--- src/rtl/weight_pixel_mac.sv ---
// Weight x pixel multiply-accumulate with bias add, producing a signed score
// and a cat / not-cat decision. Every add saturates to the ACC_W range.
module weight_pixel_mac #(
    parameter int unsigned WEIGHT_W   = 6,
    parameter int unsigned PIXEL_W    = 8,
    parameter int unsigned NUM_INPUTS = 16,
    parameter int unsigned ACC_W      = 24
) (
    input  logic                clk,
    input  logic                rst,
    input  logic                start,
    input  logic                in_valid,
    output logic                in_ready,
    input  logic [WEIGHT_W-1:0] weight,
    input  logic [PIXEL_W-1:0]  pixel,
    input  logic [ACC_W-1:0]    bias,
    output logic                busy,
    output logic                done,
    output logic [ACC_W-1:0]    result,
    output logic                is_cat
);

    localparam int unsigned ProdW = WEIGHT_W + PIXEL_W + 1;
    localparam int unsigned CntW  = (NUM_INPUTS > 1) ? $clog2(NUM_INPUTS) : 1;
    localparam int unsigned ExtW  = ACC_W + 1 - ProdW;

    localparam logic [CntW-1:0]  LastCount = CntW'(NUM_INPUTS - 1);
    localparam logic [ACC_W-1:0] AccMax    = {1'b0, {(ACC_W - 1){1'b1}}};
    localparam logic [ACC_W-1:0] AccMin    = {1'b1, {(ACC_W - 1){1'b0}}};

    typedef enum logic [1:0] {
        StIdle,
        StAccum,
        StBias,
        StDone
    } state_e;

    state_e            state_q, state_d;
    logic [ACC_W-1:0]  acc_q, acc_d;
    logic [CntW-1:0]   count_q, count_d;
    logic [ACC_W-1:0]  result_q, result_d;
    logic              is_cat_q, is_cat_d;

    logic signed [ProdW-1:0] product;
    logic [ACC_W:0]          addend;
    logic [ACC_W:0]          sum_wide;
    logic [ACC_W-1:0]        sum_sat;
    logic                    beat;

    // Pixel is unsigned: a zero MSB keeps it non-negative in the signed multiply.
    assign product = $signed(weight) * $signed({1'b0, pixel});

    always_comb begin
        addend = {{ExtW{product[ProdW-1]}}, product};
        if (state_q == StBias) begin
            addend = {bias[ACC_W-1], bias};
        end
        sum_wide = {acc_q[ACC_W-1], acc_q} + addend;
        // One guard bit: top two bits disagreeing means the add left the range.
        if (sum_wide[ACC_W] != sum_wide[ACC_W-1]) begin
            sum_sat = sum_wide[ACC_W] ? AccMin : AccMax;
        end else begin
            sum_sat = sum_wide[ACC_W-1:0];
        end
    end

    assign beat = (state_q == StAccum) && in_valid;

    always_ff @(posedge clk) begin
        if (rst) begin
            state_q  <= StIdle;
            acc_q    <= '0;
            count_q  <= '0;
            result_q <= '0;
            is_cat_q <= 1'b0;
        end else begin
            state_q  <= state_d;
            acc_q    <= acc_d;
            count_q  <= count_d;
            result_q <= result_d;
            is_cat_q <= is_cat_d;
        end
    end

    always_comb begin
        state_d  = state_q;
        acc_d    = acc_q;
        count_d  = count_q;
        result_d = result_q;
        is_cat_d = is_cat_q;
        unique case (state_q)
            StIdle, StDone: begin
                state_d = StIdle;
                if (start) begin
                    state_d = StAccum;
                    acc_d   = '0;
                    count_d = '0;
                end
            end
            StAccum: begin
                if (beat) begin
                    acc_d   = sum_sat;
                    count_d = count_q + CntW'(1);
                    if (count_q == LastCount) begin
                        state_d = StBias;
                    end
                end
            end
            StBias: begin
                acc_d    = sum_sat;
                result_d = sum_sat;
                is_cat_d = !sum_sat[ACC_W-1] && (|sum_sat);
                state_d  = StDone;
            end
            default: state_d = StIdle;
        endcase
    end

    always_comb begin
        in_ready = (state_q == StAccum);
        busy     = (state_q == StAccum) || (state_q == StBias);
        done     = (state_q == StDone);
        result   = result_q;
        is_cat   = is_cat_q;
    end

endmodule
--- config.mk ---
export PLATFORM = sky130hd
export DESIGN_NAME = weight_pixel_mac
export DESIGN_NICKNAME = d
export VERILOG_FILES = /design/src/rtl/weight_pixel_mac.sv
export SDC_FILE = /design/constraint.sdc
export NUM_CORES = 1
export LEC_CHECK = 0
export CAP_MARGIN = 20
export CORE_MARGIN = 3
export CORE_UTILIZATION = 27
export DETAILED_ROUTE_END_ITERATION = 6
export PLACE_DENSITY = 0.57
export SLEW_MARGIN = 20
export SYNTH_ARGS = -nofsm -noshare
export SYNTH_HDL_FRONTEND = slang
export SYNTH_SLANG_ARGS = --single-unit
--- constraint.sdc ---
create_clock -name clk -period 8.2 [get_ports clk]
set_input_delay 0.82 -clock clk [delete_from_list [all_inputs] [get_ports clk]]
set_output_delay 0.82 -clock clk [all_outputs]
set_load 0.02 [all_outputs]
==> flow_summary.yaml <==
placement:
  detailed_place.area_sq_um: 7190
  hpwl_um: 12900
  dpl_worst_slack_ns: -0.683
  gp_congestion: 0.879
  placed_cells: 1097
  port_buffer_count: 69
synth:
  synth_sequential_area_ratio_pct: 20.1
  post_syn_instances: 684
  unique_cell_type_count_in_the_yosys_netlist: 60
  synth_enable_flop_cells: 0
  syn-num-nets: 817
  synth-warning-count: 0
  synthesis.area_per_instance_sq_um: 8.00
  synth_area_sq_um: 5470
  synth_seq_cells: 55
  synth_flop_cell: "sky130_fd_sc_hd__dfxtp_1"
  ys_async_sr_fraction_pct: 0
clocking:
  clkLatencyLatePin_ns: 0.30
  root_buffer_cell: "sky130_fd_sc_hd__clkbuf_16"
  cts_max_path_buffers: 2
  clk_pin_slew_ns: 0.07
  cts_tree: "yes"
  htree_levels: 2
  cts_made_buffers: 5
  clock-sinks: 55
worst_setup_path:
  path_delay_family: "adder cells"
  worstSetupStartpointType: "input port"
  slowest_delay_ns: 0.53
  worstSetupEndpointType: "register"
  reg2reg_setup_slack_ns: 3.11
  crit_fanout: 8
  cp_num_buf_inv: 7
  worstSetupPathType: "input port to register"
  required_ns: 8.40
  worstPathArrival_ns: 8.04
  master_of_the_slowest_instance_on_the_critical_path: "sky130_fd_sc_hd__fa_1"
floorplanning:
  floorplan.initialDensity_pct: 27.8
  pin_count: 70
  num_rows: 51
  die_width_um: 148
  fp.dieH_um: 148
  design.die.area_sq_um: 22000
  placeableCoreArea_sq_um: 19700
power:
  vdd_drop_max_mv: 0.302
  power_leakage_nw: 3.50
  power-per-cell-area_nw_per_um2: 397
  power.total_mw: 3.08
final_layout:
  drive_gt1_share_pct: 21.7
  antennaDiodeCount: 0
  instances_no_fill: 1111
  fin_area_sq_um: 7750
  final_cell_utilization_of_the_core_pct: 39.4
  area.growth.synth_to_final_pct: 41.7
  nNetsFinal: 978
sta:
  slew_headroom_pct: 31.3
  worst_hold_slack_ns: 0.475
  final.setup.tns_ns: 0
  final.period_utilization_pct: 95.5
  clock.fmax_mhz: 128
  finalHoldViolCount: 0
  final-max-slew-violation-count: 0
  timing.clock.skew_ns: 0.0121
  final_critical_path_setup_slack_ns: 0.366
  final_period_minus_worst_setup_slack_ns: 7.83
  rsz0062_at_grt: "false"
  report.final.setup_viol: 0
  timing_worst_slew_pin_value_ns: 1.03
drt:
  avgViaCountPerCell: 4.84
  drc_errors: 0
  pre_antenna_drt_iters: 5
  initialDrtViolationCount: 263
  wl_per_cell_um: 14.8
  routed_wl_um: 16400
  antenna_violating_nets_post_route: 0
  routed-via-count: 5378
outcome:
  run_status: "finished, final reports clean"
global_routing:
  grt_usage_pct: 14.8
  wire_length_of_the_first_global_routing_pass_um: 27000
  gr-total-overflow: 0
  grt_pass1_vias: 5292
  grt_antenna_before_repair: 0
  maximum_number_of_pins_on_one_net_before_global_route_repair: 57
run:
  max_cap_violations: 0
min_path:
  worst_hold_path_type: "register to register"
## report_power, final
part	internal [mW]	leakage [nW]	switching [mW]
Sequential	0.349	0.449	0.0543
Combinational	1.16	2.98	1.28
Clock	0.125	0.0790	0.109
Total	1.64	3.50	1.44
## worst register-to-register path, cell delays in order, from the launching register on
cell and delay, ns:
sky130_fd_sc_hd__dfxtp_1 0.39, sky130_fd_sc_hd__ha_2 0.67, sky130_fd_sc_hd__buf_4 0.52, sky130_fd_sc_hd__nor2_1 0.14, sky130_fd_sc_hd__nand3_2 0.10, sky130_fd_sc_hd__buf_6 0.17
sky130_fd_sc_hd__nand3_2 0.11, sky130_fd_sc_hd__ha_4 0.29, sky130_fd_sc_hd__buf_4 0.12, sky130_fd_sc_hd__nand2_1 0.08, sky130_fd_sc_hd__nor2_2 0.14, sky130_fd_sc_hd__o211ai_1 0.11
sky130_fd_sc_hd__and3b_1 0.20, sky130_fd_sc_hd__o22ai_2 0.15, sky130_fd_sc_hd__xor2_1 0.22, sky130_fd_sc_hd__inv_1 0.11, sky130_fd_sc_hd__ha_4 0.24, sky130_fd_sc_hd__or2_2 0.30
sky130_fd_sc_hd__o22a_1 0.22, sky130_fd_sc_hd__nand2_2 0.12, sky130_fd_sc_hd__nor3_1 0.07, sky130_fd_sc_hd__buf_4 0.15, sky130_fd_sc_hd__buf_4 0.14, sky130_fd_sc_hd__a211oi_1 0.23
## cell usage after synthesis (all sizes together), types with 6 or more instances
master / number / share of area (%)
nor2: 78 / 5.4
ha: 65 / 15
nand2: 65 / 4.5
dfxtp: 55 / 20
a21oi: 46 / 4.2
inv: 37 / 2.5
and2: 35 / 4.0
o21ai: 35 / 3.3
fa: 26 / 9.5
a211oi: 25 / 3.5
clkbuf: 24 / 1.6
nand3: 21 / 1.9
a21o: 12 / 1.6
nor2b: 12 / 1.4
xnor2: 12 / 1.9
nand2b: 11 / 1.3
a2bb2oi: 10 / 1.6
nor3: 10 / 0.92
xor2: 9 / 1.4
mux2i: 8 / 1.5
o31ai: 7 / 0.96
a22oi: 6 / 0.82
## routing by layer
layer | vias to the layer above | global-route usage (%) | share of wire, %
met1 | 2506 | 22.2 | 51
met2 | 108 | 23.0 | 44
met5 | - | 0 | 0
met4 | 0 | 2.82 | 1.3
li1 | 2750 | - | -
met3 | 14 | 1.71 | 3.9
## kinds of logic after synthesis
| logic type | after synthesis | share of synthesized area (%) |
|---|---|---|
| buffers and inverters | 66 | 4.55 |
| xor gates and xnor gates | 21 | 3.36 |
| AOI/OAI and AO/OA | 179 | 22.1 |
| and+or+nand+nor | 259 | 22.9 |
| adders and majority gates | 91 | 24.4 |
| DFF | 55 | 20.1 |
| muxes | 13 | 2.49 |
## final timing paths
| kind | depth (start not counted) | startpoint | endpoint |
|---|---|---|---|
| worst max-delay path | 35 | weight[2] | result[17] |
| worst min-delay path | 2 | result[9] | result[9] |
| worst max register to register | 23 | state_q[1] | result[17] |
| worst min register to register | 2 | result[9] | result[9] |
## sequential cells by signal, indices dropped and copies added (netlist names)
signal and flops:
is_cat 1, result 24, count_q 4, acc_q 24, state_q 2
## layout by cell type, fill, tap and decap left out, types with 7 or more instances in the layout
cell                              count
sky130_fd_sc_hd__a2bb2oi_1           10
sky130_fd_sc_hd__a211oi_1            23
sky130_fd_sc_hd__buf_4              106
sky130_fd_sc_hd__nand2b_1             9
sky130_fd_sc_hd__a21oi_1             42
sky130_fd_sc_hd__clkdlybuf4s50_1     56
sky130_fd_sc_hd__dfxtp_1             55
sky130_fd_sc_hd__buf_6                8
sky130_fd_sc_hd__o21ai_0             26
sky130_fd_sc_hd__fa_1                25
sky130_fd_sc_hd__ha_4                 9
sky130_fd_sc_hd__xor2_1               9
sky130_fd_sc_hd__xnor2_1             12
sky130_fd_sc_hd__a21o_1              12
sky130_fd_sc_hd__ha_1                55
sky130_fd_sc_hd__and2_1              32
sky130_fd_sc_hd__nor2b_1             10
sky130_fd_sc_hd__dlymetal6s2s_1      12
sky130_fd_sc_hd__nor2_1              75
sky130_fd_sc_hd__nor3_1              10
sky130_fd_sc_hd__nand3_1             11
sky130_fd_sc_hd__nand3_2              7
sky130_fd_sc_hd__mux2i_1              7
sky130_fd_sc_hd__nand2_1             63
sky130_fd_sc_hd__inv_1               36
## layout make-up
class	instances	area (sq um)
fillers	2079	11900
repair buffers	183	1600
clock buffers	6	139
well taps	265	332
multi-input cells	563	4420
clock inverters	2	20.0
flip-flops and latches	55	1100
inverters	37	141
## repair_timing
item / CTS / global route
endpoints found under the setup margin: 47 / 47
hold buffers: 0 / 0
setup buffers: 3 / 3
gates cloned: 0 / 0
pin swaps: 5 / 29
gates resized for setup: 15 / 65
No activity file was read; power rests on OpenSTA's default activity.
